==> config.mk <==
export PLATFORM = sky130hd
export DESIGN_NAME = if_fetch
export DESIGN_NICKNAME = d
export VERILOG_FILES = /design/src/rtl/if_fetch.sv
export SDC_FILE = /design/constraint.sdc
export NUM_CORES = 1
export LEC_CHECK = 0
export CORE_MARGIN = 2
export CORE_UTILIZATION = 35
export DETAILED_ROUTE_END_ITERATION = 12
export HOLD_SLACK_MARGIN = 0.15
export SYNTH_ARGS = -nofsm -noshare
export SYNTH_HDL_FRONTEND = slang
export SYNTH_SLANG_ARGS = --single-unit
==> constraint.sdc <==
create_clock -name clk -period 2.56 [get_ports clk]
set_clock_uncertainty 0.1 [all_clocks]
set_input_delay 0.256 -clock clk [delete_from_list [all_inputs] [get_ports clk]]
set_output_delay 0.256 -clock clk [all_outputs]
set_load 0.01 [all_outputs]
==> src/rtl/if_fetch.sv <==
// if_fetch -- instruction fetch unit feeding the instruction queue.
//
// Holds the program counter. Fetches 32-bit words from the memory
// controller through a level request / one-cycle done handshake. Pushes each
// word to the instruction queue as a single-cycle IF_S pulse, throttled by
// IQ_full. A flush (clr + clr_pc) redirects fetch. A request that is in
// flight is always allowed to complete, because the controller requires it.
//
// Optional feature: define ICACHE_EN to build a direct-mapped instruction
// cache with 2^ICACHE_IDX one-word lines. Every MC_done fills the line at
// MC_addr. Without ICACHE_EN, every instruction costs one memory transaction.
//
// Ports:
//   clk, rst          clock; synchronous active-high reset
//   rdy               global ready; when low, every register holds
//   clr, clr_pc       flush request and redirect target
//   IQ_full           registered full flag from the instruction queue
//   IF_S, IF_Inst,    push strobe, pushed word and its address (registered)
//   IF_pc
//   MC_req, MC_addr   memory read request (level) and word address (registered)
//   MC_done, MC_data  one-cycle completion pulse and the returned word
module if_fetch #(
  parameter int ICACHE_IDX = 8
) (
  input  logic        clk,
  input  logic        rst,
  input  logic        rdy,
  input  logic        clr,
  input  logic [31:0] clr_pc,
  input  logic        IQ_full,
  output logic        IF_S,
  output logic [31:0] IF_Inst,
  output logic [31:0] IF_pc,
  output logic        MC_req,
  output logic [31:0] MC_addr,
  input  logic        MC_done,
  input  logic [31:0] MC_data
);

  typedef enum logic [1:0] {IDLE, MISS, DRAIN} fsm_e;

  fsm_e        fsm_q, fsm_d;
  logic [31:0] pc_q, pc_d;
  logic        fb_valid_q, fb_valid_d;
  logic [31:0] fb_pc_q, fb_pc_d;
  logic [31:0] fb_data_q, fb_data_d;
  logic        if_s_q, if_s_d;
  logic [31:0] if_inst_q, if_inst_d;
  logic [31:0] if_pc_q, if_pc_d;
  logic        mc_req_q, mc_req_d;
  logic [31:0] mc_addr_q, mc_addr_d;

  logic        cache_hit;
  logic [31:0] cache_word;
  logic        fb_hit;
  logic        avail;
  logic        can_push;

  // An out-of-range index width would produce a broken cache; reject it at
  // elaboration in either build.
  if (ICACHE_IDX < 1 || ICACHE_IDX > 29) begin : g_bad_idx
    $error("if_fetch: ICACHE_IDX must be in 1..29");
  end

`ifdef ICACHE_EN
  localparam int LINES = 1 << ICACHE_IDX;
  localparam int TAG_W = 30 - ICACHE_IDX;

  logic [TAG_W-1:0]      tag_mem  [LINES];
  logic [31:0]           data_mem [LINES];
  logic [LINES-1:0]      line_valid_q, line_valid_d;
  logic [ICACHE_IDX-1:0] rd_idx, wr_idx;
  logic                  fill_en;

  assign rd_idx  = pc_q[ICACHE_IDX+1:2];
  assign wr_idx  = mc_addr_q[ICACHE_IDX+1:2];
  // Any completed transaction fills its line. This includes one whose word is
  // discarded by a flush.
  assign fill_en = rdy && MC_done && (fsm_q != IDLE);

  always_comb begin
    cache_hit  = line_valid_q[rd_idx] && (tag_mem[rd_idx] == pc_q[31:ICACHE_IDX+2]);
    cache_word = data_mem[rd_idx];
  end

  always_comb begin
    line_valid_d = line_valid_q;
    if (fill_en) line_valid_d[wr_idx] = 1'b1;
  end

  always_ff @(posedge clk) begin
    if (rst) line_valid_q <= '0;
    else     line_valid_q <= line_valid_d;
  end

  // NOTE: the tag/data arrays are deliberately not reset; the per-line valid
  // bits qualify them, which keeps the arrays mappable to plain RAM.
  always_ff @(posedge clk) begin
    if (fill_en) begin
      tag_mem[wr_idx]  <= mc_addr_q[31:ICACHE_IDX+2];
      data_mem[wr_idx] <= MC_data;
    end
  end
`else
  assign cache_hit  = 1'b0;
  assign cache_word = '0;
`endif

  assign fb_hit   = fb_valid_q && (fb_pc_q == pc_q);
  assign avail    = fb_hit || cache_hit;
  // IQ_full lags a push by one cycle. Refusing to push straight after a push
  // closes that window.
  assign can_push = !IQ_full && !if_s_q;

  // NOTE: every _d defaults to its _q first, so no path leaves a variable
  // unassigned and no latch is inferred.
  always_comb begin
    fsm_d      = fsm_q;
    pc_d       = pc_q;
    fb_valid_d = fb_valid_q;
    fb_pc_d    = fb_pc_q;
    fb_data_d  = fb_data_q;
    if_s_d     = if_s_q;
    if_inst_d  = if_inst_q;
    if_pc_d    = if_pc_q;
    mc_req_d   = mc_req_q;
    mc_addr_d  = mc_addr_q;

    if (rdy) begin
      if_s_d = 1'b0;
      unique case (fsm_q)
        IDLE: begin
          if (clr) begin
            pc_d       = clr_pc;
            fb_valid_d = 1'b0;
          end else if (!avail) begin
            mc_req_d  = 1'b1;
            mc_addr_d = pc_q;
            fsm_d     = MISS;
          end else if (can_push) begin
            if_s_d     = 1'b1;
            if_inst_d  = fb_hit ? fb_data_q : cache_word;
            if_pc_d    = pc_q;
            pc_d       = pc_q + 32'd4;
            fb_valid_d = 1'b0;
          end
        end
        MISS: begin
          if (MC_done) begin
            mc_req_d = 1'b0;
            fsm_d    = IDLE;
            if (clr) begin
              pc_d       = clr_pc;
              fb_valid_d = 1'b0;
            end else begin
              fb_valid_d = 1'b1;
              fb_pc_d    = mc_addr_q;
              fb_data_d  = MC_data;
            end
          end else if (clr) begin
            // The request must stay up until done; finish it in DRAIN.
            pc_d       = clr_pc;
            fb_valid_d = 1'b0;
            fsm_d      = DRAIN;
          end
        end
        DRAIN: begin
          if (clr) pc_d = clr_pc;
          if (MC_done) begin
            mc_req_d = 1'b0;
            fsm_d    = IDLE;
          end
        end
        default: fsm_d = IDLE;
      endcase
    end
  end

  // NOTE: sequential state uses non-blocking assignments only, so every flop
  // samples the pre-edge values regardless of statement order.
  always_ff @(posedge clk) begin
    if (rst) begin
      fsm_q      <= IDLE;
      pc_q       <= '0;
      fb_valid_q <= 1'b0;
      fb_pc_q    <= '0;
      fb_data_q  <= '0;
      if_s_q     <= 1'b0;
      if_inst_q  <= '0;
      if_pc_q    <= '0;
      mc_req_q   <= 1'b0;
      mc_addr_q  <= '0;
    end else begin
      fsm_q      <= fsm_d;
      pc_q       <= pc_d;
      fb_valid_q <= fb_valid_d;
      fb_pc_q    <= fb_pc_d;
      fb_data_q  <= fb_data_d;
      if_s_q     <= if_s_d;
      if_inst_q  <= if_inst_d;
      if_pc_q    <= if_pc_d;
      mc_req_q   <= mc_req_d;
      mc_addr_q  <= mc_addr_d;
    end
  end

  assign IF_S    = if_s_q;
  assign IF_Inst = if_inst_q;
  assign IF_pc   = if_pc_q;
  assign MC_req  = mc_req_q;
  assign MC_addr = mc_addr_q;

endmodule
# [Word-level counts from Yosys, hierarchy flattened]
# Index checks and enable logic that the tools add are counted.
[totals] word_cells=65 ff_bits=197 output_inout_bits=98
[op_classes] bitwise=2 muxes=26 eq_ne=11 n_reduce_logical=15 add_sub_neg=1
[op_table] op="two-way mux 32 bit" count=4
[op_table] op="one-hot mux 32 bit (2 select lines)" count=1
[op_table] op="adder 32 x 3 -> 32 bit (second input constant)" count=1
[op_table] op="== test 32 bit" count=1
[op_table] op="AND reduction 5 bit" count=5
[op_table] op="two-way mux 1 bit" count=13
[op_table] op="two-way mux 2 bit" count=5
[op_table] op="!= test 3 bit (second input constant)" count=3
[op_table] op="AND reduction 4 bit" count=2
[op_table] op="!= test 2 bit (second input constant)" count=3
[op_table] op="one-hot mux 2 bit (3 select lines)" count=1
[op_table] op="!= test 2 x 1 -> 1 bit (second input constant)" count=2
[op_table] op="one-hot mux 1 bit (2 select lines)" count=2
[op_table] op="nonzero test 2 bit" count=2
[op_table] op="== test 2 x 1 -> 1 bit (second input constant)" count=1
[op_table] op="== test 2 bit (second input constant)" count=1
[op_table] op="logical AND 1 bit" count=2
[op_table] op="zero test 1 bit" count=2
[op_table] op="zero test 2 bit" count=1
[op_table] op="NOT 1 bit" count=2
[op_table] op="OR reduction 2 bit" count=1

# [Logic depth before layout (Yosys ltp)]
# Gate-level depths: netlist (run 1).
[logic_depth] word_depth=6 mapped_depth=11 ltp_nobuf=8

# [Worst setup path before layout (run 1)]
# OpenSTA, ideal clock, no wires.
[synth_timing] kind="register to register" from="reg fsm_q[0]" to="reg pc_q[22]" stages_incl_launch_ff=10 arrival_ps=2102 setup_time_ps=132 t_required_ps=2328 setup_slack_ps=226 path_cell_list="dfxtp_1 -> inv_1 -> ha_1 -> clkbuf_1 -> or3_1 -> nor3_1 -> nand4_1 -> buf_2 -> o41ai_1 -> a21oi_1"
[synth_via] elab_chain_cells=4
[synth_rtl] element="start, declared" line_no="42" text="fsm_e fsm_q, fsm_d;"
[synth_rtl] element="start signal, assigned" line_no="194" text="fsm_q <= fsm_d;"
[synth_rtl] element="== test 2 bit or == test 2 x 1 -> 1 bit (tied branches)" line_no="131" text="unique case (fsm_q)"
[synth_rtl] element="OR reduction 2 bit (no source line)"
[synth_rtl] element="!= test 2 x 1 -> 1 bit (no source line) or nonzero test 2 bit (tied branches)"
[synth_rtl] element="AND reduction 5 bit (no source line)"
[synth_rtl] element="end signal, assigned" line_no="195" text="pc_q <= pc_d;"
[synth_rtl] element="end, declared" line_no="43" text="logic [31:0] pc_q, pc_d;"
# Several ways; a longest one is shown, not always the timed one.
# A chain may end at the register's enable or synchronous reset.

# [Worst setup path in the final report (run 1)]
[layout_timing] from="reg fb_pc_q[23]" to="reg pc_q[17]"
[layout_via] elab_chain_cells=4
[layout_rtl] element="start, declared" line_no="45" text="logic [31:0] fb_pc_q, fb_pc_d;"
[layout_rtl] element="start signal, assigned" line_no="197" text="fb_pc_q <= fb_pc_d;"
[layout_rtl] element="== test 32 bit" line_no="109" text="assign fb_hit = fb_valid_q && (fb_pc_q == pc_q);"
[layout_rtl] element="logical AND 1 bit" line_no="109"
[layout_rtl] element="!= test 3 bit (no source line)"
[layout_rtl] element="AND reduction 5 bit (no source line)"
# Every way passes these cells.

==> qor.txt, run 1 <==
Placed Area - 0.0113 sq mm
Distinct cell type count of the synthesized netlist - 60
Main synth FF type - dfxtp_1
Simple-gate share of the synthesized area - 0.232
Clock root cell - clkbuf_16
Max-slew headroom - 0.488
Final Hold Slack - 0.258 ns
Post-layout worst setup margin - 0.0960 ns
Slew Limit Fails - 0
Fin. Hold Viols - 0
Area of the multi-input gates - 0.00453 sq mm
Bufs on Longest Clock Path - 2
FP Rows - 58
Sequential element share of the synthesized area - 0.443
Antenna-violating nets left - 0
Last weighted congestion value of the routability-driven placer - 0.914
DP Worst Slack - -0.0743 ns
CP max stage cell - or4_4
Fraction of layout cells with a size suffix above 1 - 0.114
Core ar. - 0.0250 sq mm
Worst reg2reg path endpoint - pc_q[17]
Total GRT Usage - 0.204
Post-detailed-route wirelength per cell - 17.0 um
Post-synthesis adder-cell area fraction - 0.00703
Post-Syn Nets - 1150
1st-iter DRT viols - 635
CP endpoint - pc_q[17]
Die ar. - 0.0267 sq mm
Synth top area share - 0.443
Worst r2r path cells - 8
Post-synth EDFFs - 0
Most area-hungry cell type in the Yosys netlist - dfxtp_1
First drt pass iteration count - 5
Most frequent CP cell - buf_4
Remaining DRCs - 0
Fin crit share - 0.963
Final HPWL DP - 19.7 mm
Worst-Margin Slew - 0.768 ns
Num CTS Buffers - 17
Largest net degree at the start of global routing - 76
Fmax - 0.406 GHz
Synth Instances - 1075
Cells along the critical path - xor2_1 > or4_4 > nor3_4 > nand4_1 > buf_4 > buf_4 > nor4_1 > o22ai_1
Final Util - 0.477
Clock latency on the worst-skew pair - 0.44 ns
Average instance area after synthesis - 8.28 sq um
IO Pins - 168
Asr flop ratio synth - 0
Startpoint Class - flop
Seq cells post-synth - 197
Die H - 163 um
RSZ-0062 raised after global routing - true
Synth Cell Area - 0.00890 sq mm
Crit path kind - flop to flop
Crit end category - flop
Port Buffers - 167
Yosys Warn Count - 0
Clock Sinks - 197
Worst EP required - 2.77 ns
Max IR drop VDD - 0.379 mV
Die width - 163 um
Antenna diode count - 0
LEAKAGE - 0.00427 uW
Fin nets - 1345
Initial antenna violation count - 0
Main combinational cell family by area after synthesis - simple AND/OR/NAND/NOR gates
Slack of the worst reg-to-reg path - 0.1 ns
XOR/XNOR Fraction of Synth Area - 0.0266
Reg clk slew, reported paths - 0.08 ns
Crit path time final - 2.46 ns
Crit path DAT - 2.67 ns
Synth top cells by count - 336 x nand2_1, 197 x dfxtp_1, 98 x mux2i_1
Vias in the first global route - 7757
Hold WC Path Type - input port to flop
Post-route cell area - 0.0120 sq mm
Critical path origin - fb_pc_q[23]
Compound-Gate Fraction of Synth Area - 0.122
Max stage delay on crit path - 0.59 ns
Vias/cell - 5.09
Post-synthesis mux area share - 0.115
CTS tree - yes
First-pass GRT wire length - 42.8 mm
Fillers - 2474
Area grow syn2layout - 34.4%
Setup-failing EPs final - 0
H-tree levels - 4
Reg area - 0.00395 sq mm
Synth area leaders - dfxtp_1 44%, nand2_1 14%, mux2i_1 11%
Status - finished, final reports clean
Cell Pwr Density - 559 mW/mm^2
Post-Route WL - 27.4 mm
Gr ovfl total - 0
Detailed-route via count - 8201
CP Max Fanout - 8
Worst r2r src - fb_pc_q[23]
Most frequent cell after synthesis - nand2_1
Max-cap violations - 0
Initial Util - 0.355
## layout by cell type (no fill, tap or decap), types with 4 or more instances in the layout
cell type,n
inv_1,10
o31ai_1,15
or3_1,4
nand2_1,334
dfxtp_1,196
and3_1,4
o211a_1,5
xor2_1,13
o211ai_1,11
nor4_1,7
o22ai_1,7
nand3_1,12
clkbuf_16,17
nand2b_1,7
clkdlybuf4s50_1,166
mux2i_1,98
nor2b_1,11
nor3_1,15
buf_12,7
o21ai_1,11
ha_1,5
a21oi_1,92
nor2_1,35
o21ai_0,10
xnor2_1,14
buf_4,79
nand4_1,18
## metrics by stage
stage	cells	total power (uW)	setup TNS, ns
3_3_place_gp	1576	4000	-0.0149
4_1_cts	1608	6730	0
3_5_place_dp	1576	4000	-0.192
6_report	1612	6690	0
5_1_grt	1612	6940	-0.0213
2_1_floorplan	1075	3620	0
## logic make-up (layout without fill, tap and decap cells)
group | Yosys count | after routing
flip-flops | 197 | 197
multiplexers | 102 | 102
buffers and inverters | 90 | 297
AO/OA/AOI/OAI | 178 | 178
adder cells (fa/ha/maj) | 5 | 5
XOR/XNOR | 27 | 27
AND/OR/NAND/NOR | 476 | 476
## repair_timing
item,4_1_cts,5_1_grt
pin swaps,0,4
hold buffers,1,0
setup buffers,0,4
endpoints found under the hold margin,20,0
setup endpoints to repair,1,47
gates resized for setup,1,13
## state kept, by name (all words and copies together) (netlist names)
signal / count
MC_req: 1
fb_pc_q: 32
pc_q: 32
fsm_q: 2
IF_Inst: 32
fb_data_q: 32
IF_pc: 32
fb_valid_q: 1
MC_addr: 32
IF_S: 1
## cell type report
cell class / instances / area share
sequential: 197 / 0.330
clock buffer: 19 / 0.0379
multi-input combinational: 788 / 0.379
clock inverter: 12 / 0.0116
inverter: 11 / 0.00366
timing repair buffer: 255 / 0.203
tap: 330 / 0.0345
## layer usage
layer / vias to the layer above / GRT usage / routed length (um)
met5: - / 0 / 0
met4: 0 / 0.0523 / 465
met3: 30 / 0.0389 / 1450
met2: 212 / 0.330 / 12700
met1: 3910 / 0.279 / 12800
li1: 4049 / - / -
## worst max-delay path, delay by kind of cell, from the launching register on
family | cells | cell delay, ns
AO/OA/AOI/OAI | 1 | 0.10
flip-flops | 1 | 0.33
XOR/XNOR | 1 | 0.19
buffers and inverters | 2 | 0.36
AND/OR/NAND/NOR | 4 | 1.24
## power by group
group / internal [uW] / switching (uW)
clock network: 1430 / 1310
registers: 3110 / 45.7
logic: 350 / 439
total: 4890 / 1790
## how the worst min path moves through the flow
stage | startpoint | to | slack [ns] | depth (start not counted)
after floorplan | MC_data[0] | fb_data_q[0] | 0.29 | 2
after global placement | IF_pc[6] | IF_pc[6] | 0.34 | 2
after detailed placement | IF_Inst[28] | IF_Inst[28] | 0.35 | 2
after CTS | MC_data[14] | fb_data_q[14] | 0.25 | 3
after global routing | MC_data[7] | fb_data_q[7] | 0.26 | 3
final | MC_data[14] | fb_data_q[14] | 0.26 | 3
(Power assumes the default switching activity.)
==> run 2, diff against run 1 <==
GPL_ROUTABILITY_DRIVEN = 0   (was not set)
==> run 2 against run 1 <==
Via count increased by 0.21%. Highest routed layer unchanged. Largest cell class unchanged. Global-route usage decreased by 0.38 points. Die area unchanged. Cell area decreased by 1.3%. First-iteration DRC count increased by 14%.
==> qor.txt, run 2 (synthesis gave the netlist of run 1 again) <==
Commonest non-fill, non-tap cells in the layout - 335 x nand2_1, 197 x dfxtp_1, 166 x clkdlybuf4s50_1
Post-route cell area - 0.0118 sq mm (-1.3%)
Remaining DRCs - 0 (unchanged)
Die width - 163 um (unchanged)
Post-detailed-route wirelength per cell - 16.8 um (-0.97%)
Initial Util - 0.355 (unchanged)
First drt pass iteration count - 5 (unchanged)
Fmax - 0.407 GHz (+0.19%)
Max stage delay on crit path - 0.57 ns (-0.02 ns)
Cell Pwr Density - 557 mW/mm^2 (-0.45%)
Setup-failing EPs final - 0 (unchanged)
Placed Area - 0.0112 sq mm (-0.64%)
Max-slew headroom - 0.617 (+0.129)
First-pass GRT wire length - 41.8 mm (-2.3%)
Total GRT Usage - 0.200 (-0.00381)
Area grow syn2layout - 32.6%
Die ar. - 0.0267 sq mm (unchanged)
Post-Route WL - 26.9 mm (-1.7%)
Die H - 163 um (unchanged)
Hold WC Path Type - input port to flop
LEAKAGE - 0.00419 uW (-1.8%)
Worst EP required - 2.81 ns (+0.04 ns)
H-tree levels - 4 (unchanged)
Antenna diode count - 0 (unchanged)
Fraction of layout cells with a size suffix above 1 - 0.102 (-0.0123)
Cts hold-fix bufs - 0 (-1)
Num CTS Buffers - 17 (unchanged)
IO Pins - 168 (unchanged)
Gate power share - 0.116 (-0.002)
Fin. Hold Viols - 0 (unchanged)
Slew Limit Fails - 0 (unchanged)
Crit path DAT - 2.71 ns (+0.04 ns)
CP Max Fanout - 3 (-5)
Max IR drop VDD - 0.360 mV (-5.1%)
Port Buffers - 167 (unchanged)
Reg clk slew, reported paths - 0.07 ns (about the same)
Final Instance Count excl. Fillers - 1600 (-0.74%)
Switch share - 0.256 (-0.0119)
RSZ-0062 raised after global routing - false
Final Util - 0.471 (-0.00620)
Crit path time final - 2.46 ns (-0.00464 ns)
Crit end category - flop
Bufs on Longest Clock Path - 2 (unchanged)
Detailed-route via count - 8218 (+0.21%)
Cells along the critical path - xor2_1 > or4_1 > nor3_2 > nand4_1 > buf_4 > or3_1 > o31ai_1
Crit path kind - flop to flop
Share of total power in the clock network - 0.403 (-0.007)
Largest net degree at the start of global routing - 45 (-41%)
Pwr Total - 6570 uW (-1.7%)
Worst-Margin Slew - 0.575 ns (-0.193 ns)
FP Rows - 58 (unchanged)
Placed Cells incl. Taps - 1568 (-0.51%)
Vias/cell - 5.14 (+0.96%)
Int Pwr - 4890 uW (-0.14%)
Fin crit share - 0.961 (-0.00181)
CP max stage cell - or4_1
Vias in the first global route - 7543 (-2.8%)
CTS tree - yes
Clock latency on the worst-skew pair - 0.44 ns (about the same)
Clock root cell - clkbuf_16
Final HPWL DP - 19.5 mm (-1.0%)
Initial antenna violation count - 0 (unchanged)
Switching power - 1680 uW (-6.1%)
Final Hold Slack - 0.226 ns (-0.0324 ns)
1st-iter DRT viols - 725 (+14%)
Gr ovfl total - 0 (unchanged)
Core ar. - 0.0250 sq mm (unchanged)
Status - finished, final reports clean
Clock Sinks - 197 (unchanged)
Startpoint Class - flop
Fillers - 2461 (-0.53%)
Max-cap violations - 0 (unchanged)
Antenna-violating nets left - 0 (unchanged)
Fin nets - 1335 (-0.74%)
Reg power frac - 0.481 (+0.009)
Leading cell type in the layout, fill and taps excluded - nand2_1
-- run 2: changes by cell type in the layout (fill, tap and decap cells not counted), moves of 2 or more --
cell      delta
clkbuf_1     +2
inv_8        -3
clkbuf_8     -2
buf_4        -6
clkinv_4     +2
buf_6        -2
-- run 2: stage by stage --
step	TNS (ns)	setup slack [ns]
after floorplan	0	0.226
after global placement	0	0.0433
after detailed placement	-0.0603	-0.0441
after CTS	0	0.0702
after global routing	0	0.00241
final	0	0.101
-- run 2: metal layers --
| layer | vias to the layer above | GRT usage | part of all wire |
|---|---|---|---|
| met5 | - | 0 | 0 |
| met2 | 260 | 0.316 | 0.46 |
| met4 | 0 | 0.0676 | 0.020 |
| li1 | 4027 | - | - |
| met3 | 39 | 0.0317 | 0.055 |
| met1 | 3892 | 0.278 | 0.47 |
-- run 2: worst paths after layout --
| check | slack (ns) | cells after the start | start | to |
|---|---|---|---|---|
| max | 0.10 | 7 | pc_q[23] | pc_q[26] |
| min | 0.23 | 2 | rst | fb_data_q[0] |
| max reg2reg | 0.10 | 7 | pc_q[23] | pc_q[26] |
| min reg2reg | 0.36 | 2 | fb_data_q[14] | fb_data_q[14] |
-- run 2: final cells by class --
cell class	count	area, sq um	share of cell area
clock buffer	19	433	0.0367
clock inverter	10	128	0.0108
inverter	11	43.8	0.00371
multi-input combinational	788	4510	0.382
sequential	197	3940	0.334
tap	330	413	0.0350
timing repair buffer	245	2330	0.197
-- run 2: power by group through the flow --
stage	combinational, uW	clock, uW	sequential (uW)
floorplan	394	0	3230
global placement	746	0	3230
detailed placement	749	0	3230
CTS	754	2700	3160
global route	822	2810	3170
finish	764	2640	3160
-- run 2: repair_timing --
| item | 4_1_cts | 5_1_grt |
|---|---|---|
| setup endpoints to repair | 1 | 41 |
| resized for setup | 0 | 6 |
| hold endpoints to repair | 0 | 0 |
| buffers inserted | 1 | 2 |
| pin swaps | 1 | 4 |
-- run 2: worst max-delay path: cells and delay by family, from the launching register on --
kind | cells | cell delay [ns]
AO/OA/AOI/OAI | 1 | 0.23
XOR/XNOR | 1 | 0.19
buffers and inverters | 1 | 0.19
flip-flops | 1 | 0.32
AND/OR/NAND/NOR | 4 | 1.34
==> run 3, diff against run 2 <==
DONT_BUFFER_PORTS = 1   (was not set)
==> run 3 against run 2 <==
Die area is the same. Global-route usage shrank 0.30 points. Worst hold slack lost 0.072 ns. Critical path depth grew 1. Critical endpoint is now pc_q[28]. Largest power group unchanged.
==> qor.txt, run 3 (synthesis gave the netlist of run 1 again) <==
Status - finished, final reports clean
Antenna-violating nets left - 0 (unchanged)
Slew Limit Fails - 0 (unchanged)
Cells along the critical path - inv_1 > ha_1 > or3_1 > nor3_1 > nand4_1 > buf_4 > o311ai_0 > a21oi_1
Switch share - 0.247 (-0.00910)
Clock Sinks - 197 (unchanged)
Setup TNS Final - 0 ns (unchanged)
Crit path kind - flop to flop
Cell Pwr Density - 609 mW/mm^2 (+9.4%)
Die H - 163 um (unchanged)
First-pass GRT wire length - 41.4 mm (-1.1%)
IO Pins - 168 (unchanged)
Vias in the first global route - 7428 (-1.5%)
Hold WC Path Type - input port to flop
Commonest non-fill, non-tap cells in the layout - 334 x nand2_1, 195 x dfxtp_1, 97 x mux2i_1
Max-slew headroom - 0.656 (+0.0390)
Largest net degree at the start of global routing - 97 (+120%)
CTS tree - yes
Bufs on Longest Clock Path - 2 (unchanged)
Fin nets - 1233 (-7.6%)
Vias/cell - 5.17 (+0.72%)
Switching power - 1640 uW (-2.4%)
Die ar. - 0.0267 sq mm (unchanged)
Post-detailed-route wirelength per cell - 17.9 um (+6.0%)
Int Pwr - 5000 uW (+2.4%)
Fin crit share - 0.948 (-0.0123)
Setup-failing EPs final - 0 (unchanged)
Gate power share - 0.107 (-0.009)
Reg power frac - 0.477 (-0.004)
Fraction of layout cells with a size suffix above 1 - 0.107 (+0.00526)
LEAKAGE - 0.00391 uW (-6.8%)
Placed Cells incl. Taps - 1391 (-11%)
Area grow syn2layout - 22.6%
Share of total power in the clock network - 0.416 (+0.013)
Total GRT Usage - 0.197 (-0.00296)
Post-route cell area - 0.0109 sq mm (-7.5%)
Gr ovfl total - 0 (unchanged)
Clock latency on the worst-skew pair - 0.43 ns (about the same)
FP Rows - 58 (unchanged)
Leading cell type in the layout, fill and taps excluded - nand2_1
Worst EP required - 2.77 ns (-0.04 ns)
Remaining DRCs - 0 (unchanged)
Clock root cell - clkbuf_16
Pwr Total - 6650 uW (+1.2%)
Slack of the worst reg-to-reg path - 0.13 ns (+0.03 ns)
Crit end category - flop
First drt pass iteration count - 5 (unchanged)
H-tree levels - 4 (unchanged)
1st-iter DRT viols - 632 (-13%)
Fin. Hold Viols - 0 (unchanged)
Initial antenna violation count - 2 (+2)
Worst-Margin Slew - 0.516 ns (-0.0585 ns)
Max stage delay on crit path - 0.41 ns (-0.16 ns)
Post-Route WL - 26.8 mm (-0.50%)
Placed Area - 0.00950 sq mm (-15%)
CP Max Fanout - 7 (+4)
Detailed-route via count - 7770 (-5.5%)
Crit path time final - 2.43 ns (-0.0316 ns)
CP max stage cell - or3_1
Max IR drop VDD - 0.420 mV (+17%)
Final Instance Count excl. Fillers - 1502 (-6.1%)
Port Buffers - 0 (-100%)
Fmax - 0.412 GHz (+1.3%)
Die width - 163 um (unchanged)
Num CTS Buffers - 17 (unchanged)
Crit path DAT - 2.63 ns (-0.08 ns)
Max-cap violations - 0 (unchanged)
Startpoint Class - flop
Initial Util - 0.355 (unchanged)
Core ar. - 0.0250 sq mm (unchanged)
Final HPWL DP - 18.7 mm (-3.8%)
Reg clk slew, reported paths - 0.07 ns (about the same)
[run 3: cell types whose count changed in the layout (fill, tap and decap cells not counted), sizes merged, moves of 2 or more]
cell / change
buf: -8
dlygate4sd3: +72
clkinvlp: -2
clkinv: +2
clkbuf: +3
clkdlybuf4s50: -166
inv: -2
diode: +2
[run 3: layout make-up]
| class | instances | area [sq um] |
|---|---|---|
| clock inverter | 9 | 128 |
| clock buffer | 22 | 464 |
| tap | 330 | 413 |
| timing repair buffer | 143 | 1400 |
| inverter | 11 | 43.8 |
| multi-input combinational | 788 | 4510 |
| sequential | 197 | 3950 |
| antenna | 2 | 5.00 |
| fill | 2451 | 14100 |
[run 3: metal layers]
layer  up-vias  wire (um)  GRT usage
met2       240      12400      0.315
met3        32       2260     0.0655
met4         0        403     0.0567
met5         -          0          0
li1       3820          -          -
met1      3678      11800      0.254
[run 3: worst paths after layout]
kind | start | endpoint | cells past startpoint
worst max-delay path | fsm_q[0] | pc_q[28] | 8
worst min-delay path | rst | fb_data_q[2] | 2
worst max register to register | fsm_q[0] | pc_q[28] | 8
worst min register to register | fb_pc_q[2] | fb_pc_q[2] | 2
[run 3: power groups by stage]
stage                     combinational (uW)  sequential (uW)  clock (uW)
after global routing                     766             3180        2930
final                                    712             3170        2760
after floorplan                          394             3230           0
after global placement                   563             3240           0
after detailed placement                 565             3240           0
after CTS                                705             3170        2830
[run 3: critical path, delay by kind of cell, from the launching register on]
family / cells / cell delay, ns
adder cells (fa/ha/maj): 1 / 0.31
buffers and inverters: 2 / 0.29
AND/OR/NAND/NOR: 3 / 0.78
flip-flops: 1 / 0.39
AO/OA/AOI/OAI: 2 / 0.44
[run 3: timing repair]
item	in CTS	in global routing
endpoints found under the setup margin	0	25
gates resized for setup	0	9
endpoints found under the hold margin	118	0
buffers inserted	0	5
hold buffers	73	0
[run 3: metrics by stage]
step	util	hold WS (ns)	setup WS [ns]
after floorplan	-	0.292	0.226
after global placement	0.379	0.236	0.177
after detailed placement	0.379	0.241	0.0986
after CTS	0.433	0.155	0.0736
after global routing	0.436	0.169	-0.0125
final	0.436	0.153	0.132
